**config.mk**
```make
export PLATFORM = sky130hd
export DESIGN_NAME = m_axis_cq_dispatch
export DESIGN_NICKNAME = d
export VERILOG_FILES = /design/src/rtl/m_axis_cq_dispatch.sv
export SDC_FILE = /design/constraint.sdc
export NUM_CORES = 1
export LEC_CHECK = 0
export CORE_AREA = 5 5 181 183
export DETAILED_ROUTE_END_ITERATION = 16
export DIE_AREA = 0 0 186 188
export GPL_TIMING_DRIVEN = 1
export PLACE_DENSITY = 0.53
export SYNTH_ARGS = -nofsm -noshare
export SYNTH_HDL_FRONTEND = slang
export SYNTH_SLANG_ARGS = --single-unit
```
**constraint.sdc**
```tcl
create_clock -name user_clk -period 3.8 [get_ports user_clk]
set_input_delay 0.76 -clock user_clk [delete_from_list [all_inputs] [get_ports user_clk]]
set_output_delay 0.76 -clock user_clk [all_outputs]
set_load 0.01 [all_outputs]
```
**src/rtl/m_axis_cq_dispatch.sv**
```systemverilog
// CQ TLP dispatcher: routes each completer-request packet to a per-BAR consumer port with
// per-port outstanding-read limits. Define CQ_DISPATCH_DROP_EN to drop unmapped-BAR packets.
module m_axis_cq_dispatch #(
    parameter int unsigned DATA_WIDTH      = 128,
    parameter int unsigned KEEP_WIDTH      = DATA_WIDTH / 8,
    parameter int unsigned NUM_PORTS       = 2,
    parameter int unsigned MAX_OUTSTANDING = 4
) (
    input  logic                   user_clk,
    input  logic                   user_reset_n,
    input  logic [DATA_WIDTH-1:0]  s_axis_tdata,
    input  logic [KEEP_WIDTH-1:0]  s_axis_tkeep,
    input  logic                   s_axis_tlast,
    input  logic [84:0]            s_axis_tuser,
    input  logic                   s_axis_tvalid,
    output logic                   s_axis_tready,
    output logic [DATA_WIDTH-1:0]  m_axis_tdata,
    output logic [KEEP_WIDTH-1:0]  m_axis_tkeep,
    output logic                   m_axis_tlast,
    output logic [84:0]            m_axis_tuser,
    output logic [NUM_PORTS-1:0]   m_axis_tvalid,
    input  logic [NUM_PORTS-1:0]   m_axis_tready,
    input  logic [NUM_PORTS-1:0]   rd_done,
    output logic [4*NUM_PORTS-1:0] rd_outstanding
`ifdef CQ_DISPATCH_DROP_EN
    ,
    output logic [15:0]            drop_count
`endif
);
    localparam int unsigned PortW = (NUM_PORTS > 1) ? $clog2(NUM_PORTS) : 1;

    typedef enum logic [1:0] {StIdle, StRoute, StDrop} state_e;

    state_e               state_q, state_d;
    logic [PortW-1:0]     port_q, port_d;
    logic [3:0]           cnt_q [NUM_PORTS];
    logic [3:0]           cnt_d [NUM_PORTS];
    logic [NUM_PORTS-1:0] rd_inc;

    logic [2:0]       hdr_bar;
    logic             hdr_read;
    logic             hdr_mapped;
    logic             hdr_stall;
    logic [PortW-1:0] hdr_port;
    logic [PortW-1:0] sel_port;
    logic             route_en;
    logic             consume;
    logic             handshake;

    assign m_axis_tdata = s_axis_tdata;
    assign m_axis_tkeep = s_axis_tkeep;
    assign m_axis_tlast = s_axis_tlast;
    assign m_axis_tuser = s_axis_tuser;

    always_comb begin
        hdr_bar    = s_axis_tuser[8:6];
        hdr_read   = (s_axis_tuser[5:2] == 4'b0000);
        hdr_mapped = (32'(hdr_bar) < NUM_PORTS);
        hdr_port   = hdr_mapped ? hdr_bar[PortW-1:0] : '0;
        // Stall decision uses only the registered count, never this cycle's rd_done.
        hdr_stall  = hdr_read && (cnt_q[hdr_port] == 4'(MAX_OUTSTANDING));
    end

    always_comb begin
        state_d       = state_q;
        port_d        = port_q;
        sel_port      = port_q;
        route_en      = 1'b0;
        consume       = 1'b0;
        rd_inc        = '0;
        m_axis_tvalid = '0;
        s_axis_tready = 1'b0;

        unique case (state_q)
            StIdle: begin
                sel_port = hdr_port;
`ifdef CQ_DISPATCH_DROP_EN
                consume  = !hdr_mapped;
                route_en = hdr_mapped && !hdr_stall;
`else
                route_en = !hdr_stall;
`endif
            end
            StRoute: route_en = 1'b1;
            StDrop:  consume  = 1'b1;
            default: ;
        endcase

        // Outputs are forced quiet while reset is held, independent of the clock.
        if (user_reset_n) begin
            if (route_en) begin
                m_axis_tvalid[sel_port] = s_axis_tvalid;
                s_axis_tready           = m_axis_tready[sel_port];
            end else if (consume) begin
                s_axis_tready = 1'b1;
            end
        end

        handshake = s_axis_tvalid && s_axis_tready;

        if (handshake) begin
            unique case (state_q)
                StIdle: begin
                    if (consume) begin
                        if (!s_axis_tlast) state_d = StDrop;
                    end else begin
                        port_d = hdr_port;
                        if (hdr_read) rd_inc[hdr_port] = 1'b1;
                        if (!s_axis_tlast) state_d = StRoute;
                    end
                end
                StRoute, StDrop: begin
                    if (s_axis_tlast) state_d = StIdle;
                end
                default: state_d = StIdle;
            endcase
        end
    end

    always_comb begin
        for (int p = 0; p < NUM_PORTS; p++) begin
            cnt_d[p] = cnt_q[p];
            if (rd_inc[p] && !rd_done[p]) begin
                cnt_d[p] = cnt_q[p] + 4'd1;
            end else if (!rd_inc[p] && rd_done[p] && (cnt_q[p] != 4'd0)) begin
                cnt_d[p] = cnt_q[p] - 4'd1;
            end
            rd_outstanding[4*p +: 4] = cnt_q[p];
        end
    end

    always_ff @(posedge user_clk or negedge user_reset_n) begin
        if (!user_reset_n) begin
            state_q <= StIdle;
            port_q  <= '0;
            for (int p = 0; p < NUM_PORTS; p++) cnt_q[p] <= 4'd0;
        end else begin
            state_q <= state_d;
            port_q  <= port_d;
            for (int p = 0; p < NUM_PORTS; p++) cnt_q[p] <= cnt_d[p];
        end
    end

`ifdef CQ_DISPATCH_DROP_EN
    logic [15:0] drop_q;

    always_ff @(posedge user_clk or negedge user_reset_n) begin
        if (!user_reset_n) begin
            drop_q <= 16'd0;
        end else if ((state_q == StIdle) && consume && handshake && (drop_q != 16'hffff)) begin
            drop_q <= drop_q + 16'd1;
        end
    end

    assign drop_count = drop_q;
`endif

endmodule

```
---- After elaboration in Yosys (flattened, before gate mapping) ----
Cells that the tools add are included.
Widths: inputs -> output; s select.
word-level totals
  word-level logic and storage cells ...... 77
  register bits after elaboration ......... 11
  input port bits ......................... 237
cells by class
  reduce and logical (&&, ||, !) cells .... 24
  magnitude comparators ................... 6
  bitwise logic cells ..................... 3
  add/sub/neg operators ................... 4
  equality and inequality tests ........... 5
  multiplexer cells ....................... 31
operator list
  operator             count
  $mux 4               7
  $mux 2               10
  $logic_and 1x1->1    10
  $mux 1               10
  $add 4x1->4 const B  2
  $reduce_bool 4->1    2
  $sub 4x1->4 const B  2
  $reduce_and 3->1     2
  $logic_not 1->1      5
  $eq 4x3->1 const B   1
  $logic_not 4->1      1
  $lt 1x2->1 const B   2
  $ne 2x2->1 const B   2
  $pmux 2 s2           1
  $reduce_bool 2->1    2
  $lt 3x2->1 const B   1
  $and 2x2->2          1
  $demux 1 s1          2
  $eq 2x1->1 const B   1
  $eq 2x2->1 const B   1
  $ge 1x1->1 const B   2
  $ge 2x2->1 const B   1
  $logic_not 2->1      1
  $not 1->2            1
  other kinds (3)      3

---- Depth between registers and ports, before layout ----
  depth after elaboration ................. 19
  gate-level depth with buffers ........... 12
  mapped depth without buffers ............ 12

---- Least setup slack after synthesis ----
No wires, ideal clock.
  path type ............................... input to register
  start point ............................. input port s_axis_tuser[8]
  end point ............................... register cnt_q, in the netlist rd_outstanding[7]
  data arrival time ....................... 3.183 ns
  cell stages on the path ................. 9
  path slack .............................. 0.491 ns
  cells stage by stage .................... or3b_4 mux2_4 a211o_1 or2_2 ha_1 a21o_1 a21oi_1 or4b_1 o311a_1
between the ends
  cells in the longest elaborated chain, start to end .. 18
  elaborated cells between the ends (all ways) .. 31
  those cells by class .................... 3 x order compare; 1 x eq/ne; 17 x mux; 1 x bitwise; 9 x reduce/logical
ends and longest elaborated chain
  item                                        RTL line  source
  start: declaration                          14        input logic [84:0] s_axis_tuser,
  $lt 3x2->1 *                                58        hdr_mapped = (32'(hdr_bar) < NUM_PORTS);
  $mux 1 *                                    59        hdr_port = hdr_mapped ? hdr_bar[PortW-1:0] : '0;
  $not 1->2 (not written as such)             61        hdr_stall = hdr_read && (cnt_q[hdr_port] == 4'(MAX_OUTSTANDING));
  $mux 4 (not written as such) (3 in series)  61
  $eq 4x3->1                                  61
  $logic_and 1x1->1                           61
  $logic_not 1->1                             81        route_en = !hdr_stall;
  $pmux 1 s2                                  74        unique case (state_q)
  $mux 1                                      91        if (route_en) begin
  $mux 1                                      90        if (user_reset_n) begin
  $logic_and 1x1->1                           99        handshake = s_axis_tvalid && s_axis_tready;
  $mux 2 *                                    101       if (handshake) begin
  $logic_not 1->1                             125       end else if (!rd_inc[p] && rd_done[p] && (cnt_q[p] != 4'd0)) begin
  $logic_and 1x1->1 (2 in series)             125
  $reduce_bool 2->1 (no source line)          -
  end: declaration                            36        logic [3:0] cnt_q [NUM_PORTS];
Mark *: on every way between the ends. The rest lies on a longest branch, timed or not. The select of a mux whose other input is x is not followed.
A chain may end at the register's enable or synchronous reset.

---- Worst setup path in the final report ----
  start point ............................. input port s_axis_tuser[6]
  end point ............................... register cnt_q, in the netlist rd_outstanding[7]
between the ends
  cells in the longest elaborated chain, start to end .. 18
  elaborated cells between the ends (all ways) .. 31
  those cells by class .................... 3 x order compare; 1 x eq/ne; 17 x mux; 1 x bitwise; 9 x reduce/logical
ends and longest elaborated chain
  item                                        RTL line
  $lt 3x2->1                                  58
  $mux 1 *                                    59
  $not 1->2 (not written as such)             61
  $mux 4 (not written as such) (3 in series)  61
  $eq 4x3->1                                  61
  $logic_and 1x1->1                           61
  $logic_not 1->1                             81
  $pmux 1 s2                                  74
  $mux 1                                      91
  $mux 1                                      90
  $logic_and 1x1->1                           99
  $mux 2 *                                    101
  $logic_not 1->1                             125
  $logic_and 1x1->1 (2 in series)             125
  $reduce_bool 2->1 (no source line)          -
Marks and branches as above.

==> results by group <==
Routing
  – Routed WL: 10700 um
  – TritonRoute pass-1 iters: 4
  – DRT iter0 DRCs: 32
  – Mean routed wirelength per cell: 19.9 um
  – DR vias: 1265
  – Final routed DRC violation total: 0
  – Final antenna-violating net count: 0
  – Via density per instance: 2.35

Global routing
  – Number of global-route vias before repair: 1395
  – Total global routing overflow: 0
  – GRT Total Usage: 5.58%
  – Wire length of the first global-routing pass: 12900 um
  – Maximum number of pins on one net before global-route repair: 14
  – Antenna violations before repair: 2

Layout
  – Filler Cell Count: 3673
  – Number of inserted diodes: 0
  – Count of placed standard cells in the final layout, fillers left out: 539
  – Growth of design area from synthesis to finish: -27.8%
  – Area used by multi-input combinational logic: 606 sq um
  – Share of final-layout standard cells stronger than drive strength 1: 15.3%
  – Final net count: 384
  – Storage element area: 275 sq um

STA
  – Setup repair after global routing missed its margin: false
  – Post-route setup slack: 213 ps
  – Number of max-slew violations in the final report: 0
  – Min cycle time layout: 3590 ps
  – Final worst path period share: 94.4%
  – Upper clock frequency limit: 279 MHz
  – Final setup violation count: 0
  – Worst Max-Slew Pin Slew: 480 ps
  – Hold violation total from the final report: 0
  – Worst-case headroom to the max-slew limit: 67.6%
  – Post-route clock skew: 0.512 ps

Synth
  – Post-Synthesis Cells: 319
  – Multiplexer share of the synthesized area: 3.44%
  – Average instance area after synthesis: 8.22 sq um
  – Area share of the largest cell type after synthesis: 65.8%
  – Synthesized Nets: 565
  – Largest family of logic cells by synthesized area: buffers and inverters
  – Flip-flop and latch count after synthesis: 11
  – Post-synthesis cell area: 2620 sq um
  – XOR/XNOR share of the synthesized area: 1.67%
  – Fraction of the mapped netlist area in adder cells: 4.87%
  – Sequential fraction of the synthesis area: 10.5%
  – Number of synthesis warnings: 0
  – Library cell with the highest instance count after synthesis: sky130_fd_sc_hd__buf_4
  – Library cells used by synthesis: 38
  – Area fraction in compound gates after synthesis: 6.87%
  – Main area contributors after synthesis: sky130_fd_sc_hd__buf_4 (66%), sky130_fd_sc_hd__dfrtp_1 (10%), sky130_fd_sc_hd__ha_1 (3.3%), sky130_fd_sc_hd__mux2_2 (1.7%), sky130_fd_sc_hd__fa_1 (1.5%)
  – Flip-flop cell with the highest count after synthesis: sky130_fd_sc_hd__dfrtp_1
  – Synth top cells by count: sky130_fd_sc_hd__buf_4 (230), sky130_fd_sc_hd__dfrtp_1 (11), sky130_fd_sc_hd__nand2_1 (8), sky130_fd_sc_hd__ha_1 (7), sky130_fd_sc_hd__a21oi_1 (5)
  – Post-Synth Simple-Gate Area: 6.25%
  – Post-synth EDFFs: 0
  – Area leader, netlist: sky130_fd_sc_hd__buf_4
  – Fraction of synthesis flops using an asynchronous set or reset pin: 100%

Power
  – Seq pwr share: 26.9%
  – Highest ir drop seen on vdd: 0.151 mV
  – Leakage power: 0.000640 uW
  – Clock share of power: 19.8%
  – Internal power: 583 uW
  – Combinational share of power: 53.3%
  – Total Power Consumption: 974 uW
  – Fraction of power spent switching nets: 40.1%
  – Cell area power density: 514 nW/um^2
  – Net Sw Power: 391 uW

Place
  – Placed cell count: 535
  – Detailed placement HPWL: 9530 um
  – Final weighted congestion of routability-driven global placement: 0.681
  – Port bufs: 33
  – Pre-CTS setup slack: -29.2 ps

Floorplanning
  – Overall die width: 186 um
  – Top Ports: 478
  – Vertical extent of the die: 188 um
  – Area enclosed by the die boundary: 35000 sq um
  – FP Rows: 65
  – Starting utilization of the core area: 8.44%
  – CORE AREA: 31100 sq um

Critical path
  – Slowest-stage cell, CP: sky130_fd_sc_hd__or4b_1
  – CP required: 3920 ps
  – Class of the most critical setup path: input pin to register
  – Worst path max stage delay: 480 ps
  – Startpoint class of the critical path: input pin
  – CP Cell Sequence: clkdlybuf4s50_1, or3b_4, mux2_4, a211o_1, or2_2, ha_1, a21o_1, a21oi_1, or4b_1, o311a_1
  – Critical path buffer and inverter count: 1
  – Worst EP arrival: 3710 ps
  – Biggest fanout along the worst timing path: 5
  – Family with the most delay on the worst path: simple AND/OR/NAND/NOR gates
  – Worst Setup End Kind: register

Worst hold path
  – Worst hold path type: register to register

Status
  – Outcome: completed

Run
  – Max Cap Violations: 0

Clocking
  – Number of post-CTS setup repair buffers: 0
  – Clock tree from TritonCTS: built
  – Number of buffers inserted for hold repair after clock tree synthesis: 0
  – Buffer cell driving the clock tree root: sky130_fd_sc_hd__clkbuf_16
  – Clock latency reported for the late side of the worst-skew pair: 240 ps
  – Clock tree buffer depth: 2
  – Sinks on Clock Net: 11
  – Number of clock buffers inserted by TritonCTS: 3
  – Number of levels the H-tree was split into: 1
  – Clock slew at reported path FFs: 40 ps
## flip-flops by register name (all words and copies together) (netlist names)
register	cells
port_q	1
rd_outstanding	8
state_q	2
## worst register-to-register path, stage by stage (launching register included)
cell,delay (ps)
sky130_fd_sc_hd__dfrtp_1,370
sky130_fd_sc_hd__inv_1,100
sky130_fd_sc_hd__ha_1,320
sky130_fd_sc_hd__and4b_1,290
sky130_fd_sc_hd__nand2_1,100
sky130_fd_sc_hd__a211o_1,290
sky130_fd_sc_hd__or2_2,320
sky130_fd_sc_hd__ha_1,280
sky130_fd_sc_hd__a21o_1,110
sky130_fd_sc_hd__a21oi_1,100
sky130_fd_sc_hd__or4b_1,480
sky130_fd_sc_hd__o311a_1,140
## metrics by stage
step	utilization (%)	hold slack, ps	setup TNS (ps)	instance area (sq um)
global placement	5.83	527	-13.9	1810
global route	6.10	576	0	1890
CTS	6.08	548	0	1890
finish	6.10	542	0	1890
detailed placement	5.83	538	-40.1	1810
floorplan	-	464	0	2620
## area by class of cell
| class | count | area share [%] |
|---|---|---|
| clock buffer | 4 | 4.16 |
| inverter | 4 | 0.793 |
| multi-input combinational | 74 | 32.0 |
| sequential | 11 | 14.5 |
| tap | 402 | 26.6 |
| timing repair buffer | 44 | 22.0 |
## power by group through the flow
stage / Clock (uW) / Combinational, uW / Sequential [uW]
after floorplan: 0 / 505 / 258
final: 193 / 519 / 262
after global routing: 208 / 588 / 273
after CTS: 198 / 548 / 263
after detailed placement: 0 / 547 / 263
after global placement: 0 / 545 / 260
## per-layer routing
metal	vias up	track usage (%)	wire, um
li1	440	-	-
met1	500	2.75	1800
met2	211	8.67	4670
met3	112	6.73	2950
met4	2	5.58	1260
met5	-	0	13
## worst paths after layout
check | slack [ps] | startpoint | endpoint | depth (start not counted)
min in group asynchronous | 870 | user_reset_n | port_q | 2
min | 540 | state_q[0] | state_q[0] | 1
max in group asynchronous | 2770 | user_reset_n | rd_outstanding[1] | 2
max | 210 | s_axis_tuser[6] | rd_outstanding[7] | 10
max reg2reg | 800 | state_q[1] | rd_outstanding[7] | 11
min reg2reg | 540 | state_q[0] | state_q[0] | 1
## cells by family after synthesis
kind of cell | Yosys count
flops | 11
simple gates | 27
xor+xnor | 5
buf+inv | 234
fa+ha+maj | 9
mux | 8
compound gates | 25
## cells in the final DEF (no fill, tap or decap), types with 3 or more instances in the layout
master                             n
sky130_fd_sc_hd__ha_1              7
sky130_fd_sc_hd__a21o_1            4
sky130_fd_sc_hd__a21oi_1           5
sky130_fd_sc_hd__dfrtp_1          11
sky130_fd_sc_hd__xor2_1            4
sky130_fd_sc_hd__nand2_1           8
sky130_fd_sc_hd__buf_4            11
sky130_fd_sc_hd__o21ai_0           3
sky130_fd_sc_hd__clkbuf_16         3
sky130_fd_sc_hd__mux2_2            4
sky130_fd_sc_hd__mux2i_1           3
sky130_fd_sc_hd__a211o_1           3
sky130_fd_sc_hd__clkdlybuf4s50_1  30
sky130_fd_sc_hd__inv_1             4
## what timing repair did
item	in CTS	in global routing
gates resized for setup	1	2
gates cloned	0	0
pin swaps	0	0
setup endpoints to repair	1	2
(Power assumes the default switching activity.)
